--- src/rtl/spi_accel_responder_pkg.sv ---
// rtl/spi_accel_responder_pkg.sv - register map, FSM encoding and helpers for the accelerometer SPI responder
package spi_accel_responder_pkg;

    localparam logic [5:0] ADDR_DEVID       = 6'h00;
    localparam logic [5:0] ADDR_BW_RATE     = 6'h2C;
    localparam logic [5:0] ADDR_POWER_CTL   = 6'h2D;
    localparam logic [5:0] ADDR_INT_ENABLE  = 6'h2E;
    localparam logic [5:0] ADDR_DATA_FORMAT = 6'h31;
    localparam logic [5:0] ADDR_DATAX0      = 6'h32;
    localparam logic [5:0] ADDR_DATAX1      = 6'h33;
    localparam logic [5:0] ADDR_DATAY0      = 6'h34;
    localparam logic [5:0] ADDR_DATAY1      = 6'h35;
    localparam logic [5:0] ADDR_DATAZ0      = 6'h36;
    localparam logic [5:0] ADDR_DATAZ1      = 6'h37;

    localparam int INT_DATA_READY = 7;

    typedef enum logic [1:0] {
        ST_IDLE,
        ST_CMD,
        ST_READ,
        ST_WRITE
    } spi_state_e;

    function automatic logic is_data_addr(input logic [5:0] addr);
        return (addr >= ADDR_DATAX0) && (addr <= ADDR_DATAZ1);
    endfunction

endpackage

--- src/rtl/spi_in_sync.sv ---
// rtl/spi_in_sync.sv - multi-stage synchronizer with rise/fall pulses on the low EDGE_WIDTH bits
module spi_in_sync #(
    parameter int                 WIDTH      = 3,
    parameter int                 EDGE_WIDTH = 2,
    parameter int                 STAGES     = 2,
    parameter logic [WIDTH-1:0]   RST_VAL    = '1
) (
    input  logic                  clk,
    input  logic                  rst,
    input  logic [WIDTH-1:0]      din,
    output logic [WIDTH-1:0]      dout,
    output logic [EDGE_WIDTH-1:0] rise,
    output logic [EDGE_WIDTH-1:0] fall
);

    logic [WIDTH-1:0]      stage_q [STAGES];
    logic [WIDTH-1:0]      stage_d [STAGES];
    logic [EDGE_WIDTH-1:0] prev_q;
    logic [EDGE_WIDTH-1:0] prev_d;

    always_comb begin
        stage_d[0] = din;
        for (int i = 1; i < STAGES; i++) begin
            stage_d[i] = stage_q[i-1];
        end
        prev_d = dout[EDGE_WIDTH-1:0];
    end

    always_ff @(posedge clk or posedge rst) begin
        if (rst) begin
            for (int i = 0; i < STAGES; i++) begin
                stage_q[i] <= RST_VAL;
            end
            prev_q <= RST_VAL[EDGE_WIDTH-1:0];
        end else begin
            for (int i = 0; i < STAGES; i++) begin
                stage_q[i] <= stage_d[i];
            end
            prev_q <= prev_d;
        end
    end

    assign dout = stage_q[STAGES-1];
    assign rise = dout[EDGE_WIDTH-1:0] & ~prev_q;
    assign fall = ~dout[EDGE_WIDTH-1:0] & prev_q;

endmodule

--- src/rtl/spi_accel_responder.sv ---
// rtl/spi_accel_responder.sv - mode-3 SPI slave emulating the accelerometer register interface
module spi_accel_responder #(
    parameter logic [7:0] DEVID_VAL   = 8'hE5,
    parameter int         SYNC_STAGES = 2,
    parameter logic [7:0] BW_RATE_RST = 8'h0A
) (
    input  logic        clk,
    input  logic        rst,
    input  logic        spi_sclk,
    input  logic        spi_csn,
    input  logic        spi_sdi,
    output logic        spi_sdo,
    output logic        spi_sdo_oe,
    input  logic [15:0] sample_x,
    input  logic [15:0] sample_y,
    input  logic [15:0] sample_z,
    input  logic        sample_valid,
    output logic        int1,
    output logic [7:0]  power_ctl,
    output logic [7:0]  data_format,
    output logic        busy
);

    import spi_accel_responder_pkg::*;

    logic [2:0] sync_lvl;
    logic [1:0] sync_rise;
    logic [1:0] sync_fall;
    logic       sync_unused;

    spi_in_sync #(
        .WIDTH      (3),
        .EDGE_WIDTH (2),
        .STAGES     (SYNC_STAGES),
        .RST_VAL    (3'b011)
    ) u_in_sync (
        .clk  (clk),
        .rst  (rst),
        .din  ({spi_sdi, spi_csn, spi_sclk}),
        .dout (sync_lvl),
        .rise (sync_rise),
        .fall (sync_fall)
    );

    logic csn_s, sdi_s, sclk_rise, sclk_fall, csn_rise, csn_fall;
    assign sync_unused = sync_lvl[0];
    assign csn_s       = sync_lvl[1];
    assign sdi_s       = sync_lvl[2];
    assign sclk_rise   = sync_rise[0];
    assign sclk_fall   = sync_fall[0];
    assign csn_rise    = sync_rise[1];
    assign csn_fall    = sync_fall[1];

    spi_state_e  state_q, state_d;
    logic [2:0]  bit_cnt_q, bit_cnt_d;
    logic [6:0]  shift_q, shift_d;
    logic [7:0]  tx_q, tx_d;
    logic        sdo_q, sdo_d;
    logic [5:0]  addr_q, addr_d;
    logic        mb_q, mb_d;
    logic        rd_hit_q, rd_hit_d;
    logic [7:0]  bw_rate_q, bw_rate_d;
    logic [7:0]  power_ctl_q, power_ctl_d;
    logic [7:0]  int_enable_q, int_enable_d;
    logic [7:0]  data_format_q, data_format_d;
    logic [47:0] data_q, data_d;
    logic [47:0] shadow_q, shadow_d;
    logic        pending_q, pending_d;
    logic        data_ready_q, data_ready_d;
    logic        int1_q, int1_d;

    logic [7:0] rx_byte;
    logic [5:0] addr_adv;
    logic [5:0] rd_addr;
    logic [7:0] rd_byte;
    logic       wr_en;
    logic       apply;

    assign rx_byte  = {shift_q, sdi_s};
    assign addr_adv = mb_q ? addr_q + 6'd1 : addr_q;
    // The only two register reads: the command's own address, or the next byte of a burst.
    assign rd_addr  = (state_q == ST_CMD) ? rx_byte[5:0] : addr_adv;
    assign apply    = pending_q & csn_s;

    always_comb begin
        rd_byte = 8'h00;
        case (rd_addr)
            ADDR_DEVID:       rd_byte = DEVID_VAL;
            ADDR_BW_RATE:     rd_byte = bw_rate_q;
            ADDR_POWER_CTL:   rd_byte = power_ctl_q;
            ADDR_INT_ENABLE:  rd_byte = int_enable_q;
            ADDR_DATA_FORMAT: rd_byte = data_format_q;
            ADDR_DATAX0:      rd_byte = data_q[7:0];
            ADDR_DATAX1:      rd_byte = data_q[15:8];
            ADDR_DATAY0:      rd_byte = data_q[23:16];
            ADDR_DATAY1:      rd_byte = data_q[31:24];
            ADDR_DATAZ0:      rd_byte = data_q[39:32];
            ADDR_DATAZ1:      rd_byte = data_q[47:40];
            default:          rd_byte = 8'h00;
        endcase
    end

    always_comb begin
        state_d       = state_q;
        bit_cnt_d     = bit_cnt_q;
        shift_d       = shift_q;
        tx_d          = tx_q;
        sdo_d         = sdo_q;
        addr_d        = addr_q;
        mb_d          = mb_q;
        rd_hit_d      = rd_hit_q;
        bw_rate_d     = bw_rate_q;
        power_ctl_d   = power_ctl_q;
        int_enable_d  = int_enable_q;
        data_format_d = data_format_q;
        data_d        = data_q;
        shadow_d      = shadow_q;
        pending_d     = pending_q;
        data_ready_d  = data_ready_q;
        wr_en         = 1'b0;

        if (csn_rise) begin
            state_d   = ST_IDLE;
            bit_cnt_d = 3'd0;
            rd_hit_d  = 1'b0;
        end else begin
            case (state_q)
                ST_IDLE: begin
                    if (csn_fall) begin
                        state_d   = ST_CMD;
                        bit_cnt_d = 3'd0;
                    end
                end
                ST_CMD: begin
                    if (sclk_rise) begin
                        bit_cnt_d = bit_cnt_q + 3'd1;
                        shift_d   = rx_byte[6:0];
                        if (bit_cnt_q == 3'd7) begin
                            mb_d   = rx_byte[6];
                            addr_d = rx_byte[5:0];
                            if (rx_byte[7]) begin
                                state_d = ST_READ;
                                tx_d    = rd_byte;
                            end else begin
                                state_d = ST_WRITE;
                            end
                        end
                    end
                end
                ST_READ: begin
                    if (sclk_fall) begin
                        sdo_d = tx_q[7];
                        tx_d  = {tx_q[6:0], 1'b0};
                    end
                    // Byte ends when the master samples its last bit; reload for the next fall.
                    if (sclk_rise) begin
                        bit_cnt_d = bit_cnt_q + 3'd1;
                        if (bit_cnt_q == 3'd7) begin
                            addr_d = addr_adv;
                            tx_d   = rd_byte;
                            if (is_data_addr(addr_q)) begin
                                rd_hit_d = 1'b1;
                            end
                        end
                    end
                end
                ST_WRITE: begin
                    if (sclk_rise) begin
                        bit_cnt_d = bit_cnt_q + 3'd1;
                        shift_d   = rx_byte[6:0];
                        if (bit_cnt_q == 3'd7) begin
                            wr_en  = 1'b1;
                            addr_d = addr_adv;
                        end
                    end
                end
                default: state_d = ST_IDLE;
            endcase
        end

        if (wr_en) begin
            case (addr_q)
                ADDR_BW_RATE:     bw_rate_d     = rx_byte;
                ADDR_POWER_CTL:   power_ctl_d   = rx_byte;
                ADDR_INT_ENABLE:  int_enable_d  = rx_byte;
                ADDR_DATA_FORMAT: data_format_d = rx_byte;
                default:          ;
            endcase
        end

        if (apply) begin
            data_d    = shadow_q;
            pending_d = 1'b0;
        end
        if (sample_valid) begin
            shadow_d  = {sample_z, sample_y, sample_x};
            pending_d = 1'b1;
        end

        if (csn_rise && rd_hit_q) begin
            data_ready_d = 1'b0;
        end
        if (apply) begin
            data_ready_d = 1'b1;
        end

        int1_d = data_ready_q & int_enable_q[INT_DATA_READY];
    end

    always_ff @(posedge clk or posedge rst) begin
        if (rst) begin
            state_q       <= ST_IDLE;
            bit_cnt_q     <= 3'd0;
            shift_q       <= 7'd0;
            tx_q          <= 8'h00;
            sdo_q         <= 1'b0;
            addr_q        <= 6'd0;
            mb_q          <= 1'b0;
            rd_hit_q      <= 1'b0;
            bw_rate_q     <= BW_RATE_RST;
            power_ctl_q   <= 8'h00;
            int_enable_q  <= 8'h00;
            data_format_q <= 8'h00;
            data_q        <= 48'd0;
            shadow_q      <= 48'd0;
            pending_q     <= 1'b0;
            data_ready_q  <= 1'b0;
            int1_q        <= 1'b0;
        end else begin
            state_q       <= state_d;
            bit_cnt_q     <= bit_cnt_d;
            shift_q       <= shift_d;
            tx_q          <= tx_d;
            sdo_q         <= sdo_d;
            addr_q        <= addr_d;
            mb_q          <= mb_d;
            rd_hit_q      <= rd_hit_d;
            bw_rate_q     <= bw_rate_d;
            power_ctl_q   <= power_ctl_d;
            int_enable_q  <= int_enable_d;
            data_format_q <= data_format_d;
            data_q        <= data_d;
            shadow_q      <= shadow_d;
            pending_q     <= pending_d;
            data_ready_q  <= data_ready_d;
            int1_q        <= int1_d;
        end
    end

    assign spi_sdo     = sdo_q;
    assign spi_sdo_oe  = ~csn_s;
    assign busy        = ~csn_s;
    assign int1        = int1_q;
    assign power_ctl   = power_ctl_q;
    assign data_format = data_format_q;

endmodule

--- config.mk ---
export PLATFORM = sky130hd
export DESIGN_NAME = spi_accel_responder
export DESIGN_NICKNAME = d
export VERILOG_FILES = /design/src/rtl/spi_accel_responder_pkg.sv /design/src/rtl/spi_in_sync.sv /design/src/rtl/spi_accel_responder.sv
export SDC_FILE = /design/constraint.sdc
export NUM_CORES = 1
export LEC_CHECK = 0
export CAP_MARGIN = 10
export CORE_MARGIN = 2
export CORE_UTILIZATION = 30
export CTS_CLUSTER_SIZE = 12
export DETAILED_ROUTE_END_ITERATION = 10
export PLACE_DENSITY_LB_ADDON = 0.3
export SLEW_MARGIN = 20
export SYNTH_ARGS = -nofsm -noshare
export SYNTH_HDL_FRONTEND = slang
export SYNTH_SLANG_ARGS = --single-unit
export TNS_END_PERCENT = 50
--- constraint.sdc ---
create_clock -name clk -period 5.05 [get_ports clk]
set_input_delay 0.505 -clock clk [delete_from_list [all_inputs] [get_ports clk]]
set_output_delay 0.505 -clock clk [all_outputs]
set_load 0.005 [all_outputs]
==> results of run 1 <==
==> flip-flops by register name, indices dropped and copies added (netlist names), 5 cells and up, named ones only <==
register / flops
addr_q: 5
power_ctl: 8
tx_q: 8
shadow_q: 48
data_format: 8
shift_q: 7
int_enable_q: 8
bw_rate_q: 8
data_q: 48
==> layout make-up <==
cell class                      instances  area share [%]
Inverter                                8           0.376
Multi-Input combinational cell        379            35.5
Tap cell                              330            4.43
Timing Repair Buffer                   77            8.13
Clock buffer                           18            4.60
Sequential cell                       168            45.2
Clock inverter                         14            1.78
==> power breakdown <==
part           total [mW]  switching, mW  internal [mW]  leakage (nW)
clock network        1.33          0.587          0.746         0.293
registers            1.68          0.185           1.49          2.08
logic               0.405          0.184          0.221          1.51
==> cells by family after synthesis <==
kind of cell             Yosys count
adder cells (fa/ha/maj)            7
XOR/XNOR                           5
AND/OR/NAND/NOR                  111
flip-flops                       168
buffers and inverters             43
multiplexers                     151
AO/OA/AOI/OAI                    105
==> final timing paths <==
kind	endpoint	slack, ns	cells past startpoint
max in group asynchronous	u_in_sync.stage_d[0]	3.30	3
hold reg to reg	u_in_sync.dout[1]	0.36	0
setup reg to reg	tx_q[1]	1.69	7
setup / recovery	tx_q[1]	1.69	7
min in group asynchronous	shadow_q[18]	0.67	2
hold / removal	u_in_sync.dout[1]	0.36	0
==> per-layer routing <==
| metal | vias to the layer above | part of all wire, % | global-route usage (%) |
|---|---|---|---|
| li1 | 2326 | - | - |
| met1 | 2644 | 42 | 20.5 |
| met2 | 153 | 49 | 27.0 |
| met3 | 40 | 4.3 | 3.18 |
| met4 | 0 | 3.9 | 7.50 |
| met5 | - | 0 | 0 |
==> synth_stat cells (3+ instances only) <==
master and number:
sky130_fd_sc_hd__a22o_1 6, sky130_fd_sc_hd__mux2_2 139, sky130_fd_sc_hd__buf_1 6, sky130_fd_sc_hd__nand3b_1 3, sky130_fd_sc_hd__nor3_1 11, sky130_fd_sc_hd__nor4_1 3, sky130_fd_sc_hd__dfrtp_1 160, sky130_fd_sc_hd__clkbuf_1 17
sky130_fd_sc_hd__a32oi_1 5, sky130_fd_sc_hd__a21o_1 5, sky130_fd_sc_hd__a22oi_1 5, sky130_fd_sc_hd__ha_1 7, sky130_fd_sc_hd__mux2i_1 10, sky130_fd_sc_hd__a221oi_1 7, sky130_fd_sc_hd__a211oi_1 4, sky130_fd_sc_hd__nor2_1 19
sky130_fd_sc_hd__nand2b_1 7, sky130_fd_sc_hd__a31oi_1 6, sky130_fd_sc_hd__nand3_2 3, sky130_fd_sc_hd__o21a_1 3, sky130_fd_sc_hd__nand2_1 23, sky130_fd_sc_hd__inv_1 8, sky130_fd_sc_hd__nor2b_1 3, sky130_fd_sc_hd__buf_6 3
sky130_fd_sc_hd__a32o_1 8, sky130_fd_sc_hd__buf_2 7, sky130_fd_sc_hd__o22ai_1 9, sky130_fd_sc_hd__a21oi_1 22, sky130_fd_sc_hd__and3_1 8, sky130_fd_sc_hd__and2_1 3, sky130_fd_sc_hd__o21ai_0 6, sky130_fd_sc_hd__nand3_1 7
sky130_fd_sc_hd__dfstp_2 8
==> stage by stage <==
step / total power, mW / utilization (%) / worst slack (ns) / area (µm²)
2_1_floorplan: 1.91 / - / 0.0115 / 7710
3_3_place_gp: 2.09 / 34.6 / 1.82 / 8720
3_5_place_dp: 2.11 / 34.6 / 1.76 / 8720
4_1_cts: 3.45 / 37.0 / 1.75 / 9320
5_1_grt: 3.56 / 37.0 / 1.48 / 9320
6_report: 3.41 / 37.0 / 1.69 / 9320
==> worst reg2reg max path, delay by kind of cell (launching register included) <==
kind	cells	cell delay, ns
AO/OA/AOI/OAI	3	0.46
multiplexers	1	0.52
flip-flops	1	0.78
AND/OR/NAND/NOR	3	1.52
==> qor.txt, run 1 <==
Max Freq: 297 MHz
number of design-rule violations left by the first detailed-router iteration: 382
HP Class: flip-flop to flip-flop
top cell family by delay on the critical path: simple AND/OR/NAND/NOR gates
placer congestion estimate: 0.901
number of primary I/O pins: 74
count of flip-flops with a built-in enable after synthesis: 0
setup-violating endpoint count in the final report: 0
area taken by multi-input logic gates: 3310 µm²
total core area: 25200 µm²
vias in the first global route: 5496
IR Drop Worst-Case VDD: 0.230 mV
biggest fanout along the worst timing path: 23
cell chosen for the clock root: sky130_fd_sc_hd__clkbuf_16
Skew-Pair Late Insertion Delay: 0.42 ns
number of maximum-capacitance violations: 0
final-layout worst hold slack: 0.356 ns
initial core utilization: 30.6%
combined global-route utilization of all metal layers: 16.3%
launching element of the worst setup path: state_q[1]
type of origin of the critical path: flip-flop
startpoint of the most critical hold path: u_in_sync.stage_d[1]
sum of buffers and inverters on the critical path: 0
post-route minimum period: 3.36 ns
simple-gate share of the synthesized area: 8.63%
cell types with the largest area share after synthesis: sky130_fd_sc_hd__dfrtp_1 52%, sky130_fd_sc_hd__mux2_2 20%, sky130_fd_sc_hd__dfstp_2 2.7%, sky130_fd_sc_hd__a21oi_1 1.4%, sky130_fd_sc_hd__mux2i_1 1.3%
number of vias per cell after detailed routing: 5.19
Critical-path top delay cell: sky130_fd_sc_hd__dfrtp_1
Arr. time, crit path: 3.70 ns
Yosys cell types: 70
post-synthesis register bit count: 168
Lkg Pwr: 3.88 nW
maximum number of pins on one net before global-route repair: 105
clock-pin transition on the worst setup and hold timing paths: 0.07 ns
actual slew at the worst max-slew pin: 0.953 ns
share of flip-flops with an asynchronous set or reset: 100%
Yosys warning total: 0
count of standard-cell rows: 58
CTS Buffer Depth: 2
via total after detailed routing: 5163
Avg Cell Area, Syn: 13.1 µm²
average routed wire per standard cell: 21.2 µm
number of endpoints with negative hold slack in the final report: 0
largest family of logic cells by synthesized area: multiplexers
commonest non-fill, non-tap cells in the layout: 160 x sky130_fd_sc_hd__dfrtp_1, 139 x sky130_fd_sc_hd__mux2_2, 72 x sky130_fd_sc_hd__clkdlybuf4s50_1, 22 x sky130_fd_sc_hd__nand2_1, 22 x sky130_fd_sc_hd__a21oi_1
Die Area: 27000 µm²
remaining global-route overflow: 0
number of antenna cells inserted: 0
antenna violations before repair: 0
max-slew violation total from the final report: 0
Cell Chain, Critical Path: nand2b_1 > mux2i_4 > and2_1 > nor4b_4 > a32o_1 > a211oi_1 > a31oi_1
TritonCTS clock tree: yes
library cell occupying the most area in the post-synthesis netlist: sky130_fd_sc_hd__dfrtp_1
area grow syn2layout: 20.9%
post-detailed-routing wire length: 21100 µm
combined area of all synthesized cells: 7710 µm²
remaining routing DRC violations: 0
Pwr Density: 366 nW/µm²
synthesized-area fraction occupied by adder cells: 1.14%
outcome: completed
register area: 4210 µm²
PortBufs: 73
number of instances resized during post-cts repair: 0
cell count after synthesis: 590
fraction of final layout cells sized beyond drive strength 1: 31.5%
startpoint of the worst-slack reg-to-reg timing path: state_q[1]
CTS buffer count: 17
remaining max-slew budget at the tightest pin: 36.5%
net count of the finished layout: 712
global-route wire length before repair: 32600 µm
share of the synthesized netlist area taken by xor and xnor gates: 0.665%
sequential-to-total area share from yosys stat: 54.6%
final worst-path cycle share: 66.6%
number of buffers inserted for hold repair after clock tree synthesis: 0
HPWL reported at the end of detailed placement: 15100 µm
Sinks on Clock Net: 168
setup repair after global routing missed its margin: no
total of fill cells in the finished design: 2448
most common cell after layout, fill and taps aside: sky130_fd_sc_hd__dfrtp_1
worst clock skew: 0.00580 ns
data required time of the worst path: 5.39 ns
area share of the largest cell type after synthesis: 51.9%
multiplexer fraction of the synthesized cell area: 22.2%
Chip Height: 164 µm
H-tree depth: 4
CP endpoint kind: flip-flop
setup TNS: 0 ns
first-pass detailed-route iteration total: 5
count of buffers added by post-CTS timing repair for setup: 0
CP max stage delay: 0.78 ns
post-synthesis compound-gate area fraction: 10.2%
count of nets left with antenna violations after detail routing: 0
Chip Width: 164 µm
non-filler instance count after layout: 994
critical setup path kind: flip-flop to flip-flop
cell count after placement: 962
most used flip-flop cell after synthesis: sky130_fd_sc_hd__dfrtp_1
Syn Nets: 651
No activity file was read; power rests on OpenSTA's default activity.
==> run 2, diff against run 1 <==
==> constraint.sdc (replaced) <==
create_clock -name clk -period 2.8 [get_ports clk]
set_input_delay 0.28 -clock clk [delete_from_list [all_inputs] [get_ports clk]]
set_output_delay 0.28 -clock clk [all_outputs]
set_load 0.005 [all_outputs]
==> qor.txt, run 2 (synthesis gave the netlist of run 1 again) <==
initial core utilization: 30.6% (unchanged)
average routed wire per standard cell: 19.6 µm (-7.5%)
commonest non-fill, non-tap cells in the layout: 159 x sky130_fd_sc_hd__dfrtp_1, 139 x sky130_fd_sc_hd__mux2_2, 72 x sky130_fd_sc_hd__clkdlybuf4s50_1, 53 x sky130_fd_sc_hd__buf_4
fraction of final layout cells sized beyond drive strength 1: 37.0% (+5.5 points)
post-detailed-routing wire length: 20500 µm (-2.7%)
most common cell after layout, fill and taps aside: sky130_fd_sc_hd__dfrtp_1
least setup slack across all paths after layout: 0.173 ns (-1.51 ns)
non-filler instance count after layout: 1046 (+5.2%)
Critical-path top delay cell: sky130_fd_sc_hd__dfrtp_2
Sinks on Clock Net: 168 (unchanged)
Pwr Density: 642 nW/µm² (+75%)
remaining global-route overflow: 0 (unchanged)
global-route met3 utilization: 2.58% (-0.61 points)
Cell Chain, Critical Path: inv_1 > ha_1 > and3_1 > a31oi_1 > o21a_1 > nor4_2 > buf_4 > a32o_1 > a221oi_1 > a21oi_1
antenna violations before repair: 0 (unchanged)
final worst-path cycle share: 93.8% (+27 points)
number of antenna cells inserted: 0 (unchanged)
number of design-rule violations left by the first detailed-router iteration: 343 (-10%)
met1 global-route usage: 20.6% (+0.14 points)
Skew-Pair Late Insertion Delay: 0.42 ns (about the same)
CP max stage delay: 0.43 ns (-0.35 ns)
number of vias per cell after detailed routing: 5.00 (-3.8%)
via total after detailed routing: 5228 (+1.3%)
cell area after placement: 9150 µm² (+4.9%)
registers with the highest flip-flop counts: data_q (48), shadow_q (48)
setup TNS: 0 ns (unchanged)
Die Area: 27000 µm² (unchanged)
number of maximum-capacitance violations: 0 (unchanged)
core occupancy in the finished layout: 38.9% (+1.8 points)
grt peak-use layer: met2
Chip Height: 164 µm (unchanged)
CTS buffer count: 17 (unchanged)
total core area: 25200 µm² (unchanged)
clock-pin transition on the worst setup and hold timing paths: 0.07 ns (about the same)
critical setup path kind: flip-flop to flip-flop
maximum number of pins on one net before global-route repair: 88 (-16%)
remaining routing DRC violations: 0 (unchanged)
type of origin of the critical path: flip-flop
number of buffers inserted for hold repair after clock tree synthesis: 0 (unchanged)
CTS Buffer Depth: 2 (unchanged)
remaining max-slew budget at the tightest pin: 59.7% (+23 points)
combined global-route utilization of all metal layers: 16.1% (-0.17 points)
overall power: 6.28 mW (+84%)
final-layout worst hold slack: 0.179 ns (-0.177 ns)
worst clock skew: 0.0101 ns (+0.00432 ns)
net count of the finished layout: 764 (+7.3%)
CP endpoint kind: flip-flop
HPWL reported at the end of detailed placement: 15400 µm (+2.3%)
IR Drop Worst-Case VDD: 0.380 mV (+65%)
number of endpoints with negative hold slack in the final report: 0 (unchanged)
TritonCTS clock tree: yes
Final Cell Area: 9780 µm² (+4.9%)
outcome: completed
H-tree depth: 4 (unchanged)
PortBufs: 73 (unchanged)
met2 track demand over resource: 27.6% (+0.55 points)
cell chosen for the clock root: sky130_fd_sc_hd__clkbuf_16
max-slew violation total from the final report: 0 (unchanged)
top cell family by delay on the critical path: compound AO/OA/AOI/OAI gates
count of nets left with antenna violations after detail routing: 0 (unchanged)
Chip Width: 164 µm (unchanged)
biggest fanout along the worst timing path: 7 (-70%)
count of standard-cell rows: 58 (unchanged)
Post-Place Worst Slack: 0.0550 ns (-1.71 ns)
data required time of the worst path: 3.09 ns (-2.30 ns)
global-route wire length before repair: 32700 µm (+0.28%)
area grow syn2layout: 26.8%
number of primary I/O pins: 74 (unchanged)
placer congestion estimate: 0.916 (+1.7%)
sum of buffers and inverters on the critical path: 2 (+2)
cell count after placement: 1014 (+5.4%)
Arr. time, crit path: 2.92 ns (-0.78 ns)
setup repair after global routing missed its margin: no
total of fill cells in the finished design: 2411 (-1.5%)
Max Freq: 381 MHz (+28%)
vias in the first global route: 5699 (+3.7%)
HP Class: input pin to asynchronous set/reset pin
first-pass detailed-route iteration total: 7 (+2)
actual slew at the worst max-slew pin: 0.602 ns (-0.351 ns)
setup-violating endpoint count in the final report: 0 (unchanged)
post-route minimum period: 2.63 ns (-0.737 ns)
Lkg Pwr: 4.16 nW (+7.1%)
run 2: per-layer routing:
layer,vias to the layer above,share of wire [%]
met5,-,0
li1,2431,-
met3,24,3.4
met1,2627,44
met2,146,51
met4,0,2.0
run 2: what timing repair did:
action,4_1_cts,5_1_grt
resized for setup,0,5
endpoints found under the setup margin,0,6
buffers inserted,0,0
run 2: worst paths after layout:
| kind | from | to | slack, ns | cells after the start |
|---|---|---|---|---|
| setup / recovery | addr_q[0] | tx_q[2] | 0.17 | 10 |
| hold / removal | rst | shadow_q[27] | 0.18 | 2 |
| setup reg to reg | addr_q[0] | tx_q[2] | 0.17 | 10 |
| hold reg to reg | u_in_sync.stage_d[0] | u_in_sync.dout[0] | 0.36 | 0 |
| max in group asynchronous | rst | u_in_sync.dout[0] | 1.81 | 3 |
| min in group clk | spi_sclk | u_in_sync.stage_d[0] | 0.27 | 1 |
run 2: final cells by class:
cell class	count	area [µm²]	share of cell area [%]
sequential	168	4220	43.1
timing repair buffer	129	1180	12.1
inverter	8	33.8	0.345
multi-input combinational	379	3320	34.0
clock inverter	14	185	1.89
clock buffer	18	429	4.39
tap	330	413	4.22
run 2: report_power, final:
part,switching [mW],internal [mW],total [mW]
registers,0.281,2.69,2.97
logic,0.391,0.462,0.852
clock network,1.02,1.43,2.45
total,1.69,4.58,6.28
==> run 3, diff against run 2 <==
--- a/config.mk
+++ b/config.mk
@@ -10,7 +10,6 @@
 export CORE_UTILIZATION = 30
 export CTS_CLUSTER_SIZE = 12
 export DETAILED_ROUTE_END_ITERATION = 10
-export PLACE_DENSITY_LB_ADDON = 0.3
 export SLEW_MARGIN = 20
 export SYNTH_ARGS = -nofsm -noshare
 export SYNTH_HDL_FRONTEND = slang
==> qor.txt, run 3 (synthesis gave the netlist of run 1 again) <==
area grow syn2layout: 23.9%
sum of buffers and inverters on the critical path: 1 (-1)
final worst-path cycle share: 94.8% (+0.96 points)
total core area: 25200 µm² (unchanged)
first-pass detailed-route iteration total: 4 (-3)
number of design-rule violations left by the first detailed-router iteration: 225 (-34%)
wire length on met1: 8840 µm (-2.0%)
logic depth of the worst register-to-register path: 9 (-1)
CTS Buffer Depth: 2 (unchanged)
post-route minimum period: 2.65 ns (+0.0269 ns)
setup TNS: 0 ns (unchanged)
core occupancy in the finished layout: 37.9% (-0.91 points)
commonest non-fill, non-tap cells in the layout: 159 x sky130_fd_sc_hd__dfrtp_1, 139 x sky130_fd_sc_hd__mux2_2, 72 x sky130_fd_sc_hd__clkdlybuf4s50_1, 30 x sky130_fd_sc_hd__buf_4
setup-violating endpoint count in the final report: 0 (unchanged)
number of vias per cell after detailed routing: 5.03 (+0.55%)
routed length on met2: 9670 µm (-7.0%)
Chip Height: 164 µm (unchanged)
non-filler instance count after layout: 1022 (-2.3%)
uppermost signal routing layer after detailed routing: met4
CP max stage delay: 0.47 ns (+0.04 ns)
Skew-Pair Late Insertion Delay: 0.43 ns (about the same)
WHS Path Cells: 1
cell count after placement: 990 (-2.4%)
Hold Path End: u_in_sync.stage_d[1]
outcome: completed
number of primary I/O pins: 74 (unchanged)
CTS buffer count: 17 (unchanged)
post-detailed-routing wire length: 19400 µm (-5.6%)
startpoint of the worst-slack reg-to-reg timing path: addr_q[1]
net count of the finished layout: 740 (-3.1%)
HP Class: input pin to flip-flop
PortBufs: 73 (unchanged)
worst clock skew: 0.0104 ns (+0.000287 ns)
type of origin of the critical path: flip-flop
IR Drop Worst-Case VDD: 0.381 mV (+0.26%)
Lkg Pwr: 4.01 nW (-3.6%)
average routed wire per standard cell: 19.0 µm (-3.4%)
H-tree depth: 4 (unchanged)
Critical-path top delay cell: sky130_fd_sc_hd__dfrtp_1
CP endpoint kind: flip-flop
fraction of final layout cells sized beyond drive strength 1: 34.7% (-2.3 points)
via total after detailed routing: 5136 (-1.8%)
remaining routing DRC violations: 0 (unchanged)
number of buffers inserted for hold repair after clock tree synthesis: 0 (unchanged)
count of standard-cell rows: 58 (unchanged)
Sinks on Clock Net: 168 (unchanged)
combined global-route utilization of all metal layers: 15.1% (-1.0 points)
R2R setup slack: 0.15 ns (-0.03 ns)
Cell Chain, Critical Path: ha_1 > nand4_2 > xor2_2 > o31ai_4 > buf_4 > and3_2 > a32o_1 > nor4_1 > a21oi_1
length of routed met3 wiring: 606 µm (-13%)
count of nets left with antenna violations after detail routing: 0 (unchanged)
data required time of the worst path: 3.10 ns (about the same)
number of maximum-capacitance violations: 0 (unchanged)
Arr. time, crit path: 2.95 ns (+0.03 ns)
overall power: 6.04 mW (-3.8%)
HPWL reported at the end of detailed placement: 14200 µm (-8.1%)
TritonCTS clock tree: yes
maximum number of pins on one net before global-route repair: 100 (+14%)
placer congestion estimate: 0.895 (-2.3%)
startpoint of the most critical hold path: spi_csn
antenna violations before repair: 0 (unchanged)
Die Area: 27000 µm² (unchanged)
max-slew violation total from the final report: 0 (unchanged)
initial core utilization: 30.6% (unchanged)
Max Freq: 377 MHz (-1.0%)
Pwr Density: 632 nW/µm² (-1.5%)
endpoint of the worst-slack reg-to-reg timing path: tx_q[2]
most common cell after layout, fill and taps aside: sky130_fd_sc_hd__dfrtp_1
Chip Width: 164 µm (unchanged)
actual slew at the worst max-slew pin: 0.630 ns (+0.0280 ns)
number of endpoints with negative hold slack in the final report: 0 (unchanged)
remaining max-slew budget at the tightest pin: 58.0% (-1.7 points)
vias in the first global route: 5207 (-8.6%)
total of fill cells in the finished design: 2436 (+1.0%)
top cell family by delay on the critical path: simple AND/OR/NAND/NOR gates
registers with the highest flip-flop counts: data_q (48), shadow_q (48)
remaining global-route overflow: 0 (unchanged)
biggest fanout along the worst timing path: 8 (+1)
cell chosen for the clock root: sky130_fd_sc_hd__clkbuf_16
critical setup path kind: flip-flop to flip-flop
clock-pin transition on the worst setup and hold timing paths: 0.07 ns (about the same)
global-route wire length before repair: 30800 µm (-5.8%)
number of antenna cells inserted: 0 (unchanged)
==> run 3: changes by cell type in the layout (fill, tap and decap cells not counted), sizes merged <==
| cell | change |
|---|---|
| clkbuf | +2 |
| bufinv | -2 |
| clkinvlp | +3 |
| inv | -3 |
| buf | -24 |
==> run 3: metal layers <==
metal / vias to the layer above / global-route usage (%)
li1: 2380 / -
met1: 2644 / 20.3
met2: 96 / 24.7
met3: 16 / 2.35
met4: 0 / 5.58
met5: - / 0
==> run 3: worst max-delay path by stage <==
stage | to | slack (ns) | from | cells past startpoint
after floorplan | tx_q[0] | 0.19 | addr_q[0] | 11
after global placement | tx_q[1] | 0.07 | mb_q | 7
after detailed placement | tx_q[1] | 0.007 | addr_q[1] | 8
after CTS | tx_q[1] | 0.002 | addr_q[1] | 8
after global routing | tx_q[1] | -0.02 | addr_q[1] | 9
final | tx_q[2] | 0.15 | addr_q[1] | 9
==> run 3: cell type report <==
| class | count | area [µm²] | share of cell area, % |
|---|---|---|---|
| Sequential cell | 168 | 4220 | 44.1 |
| Clock buffer | 20 | 447 | 4.68 |
| Tap cell | 330 | 413 | 4.32 |
| Inverter | 8 | 33.8 | 0.354 |
| Clock inverter | 12 | 116 | 1.22 |
| Timing Repair Buffer | 105 | 991 | 10.4 |
| Multi-Input combinational cell | 379 | 3340 | 34.9 |
==> run 3: worst reg2reg max path: cells and delay by family (launching register included) <==
kind | cells | cell delay, ns
compound gates | 3 | 0.45
xor+xnor | 1 | 0.33
fa+ha+maj | 1 | 0.31
buf+inv | 1 | 0.17
flops | 1 | 0.47
simple gates | 3 | 0.79
==> run 3: report_power, final <==
part / switching (mW) / internal (mW) / leakage [nW] / total (mW)
logic: 0.346 / 0.433 / 1.67 / 0.779
clock network: 1.02 / 1.26 / 0.265 / 2.28
registers: 0.284 / 2.69 / 2.07 / 2.97
==> run 3: through the flow <==
stage | setup slack (ns) | hold WS (ns) | area (µm²)
2_1_floorplan | 0.186 | 0.284 | 7720
3_3_place_gp | 0.0685 | 0.347 | 8950
3_5_place_dp | 0.00704 | 0.343 | 8950
4_1_cts | 0.00247 | 0.241 | 9520
5_1_grt | -0.0227 | 0.235 | 9550
6_report | 0.146 | 0.260 | 9550
==> run 3: repair_timing <==
action / in CTS / in global routing
setup buffers: 0 / 0
setup endpoints to repair: 0 / 6
resized for setup: 0 / 7
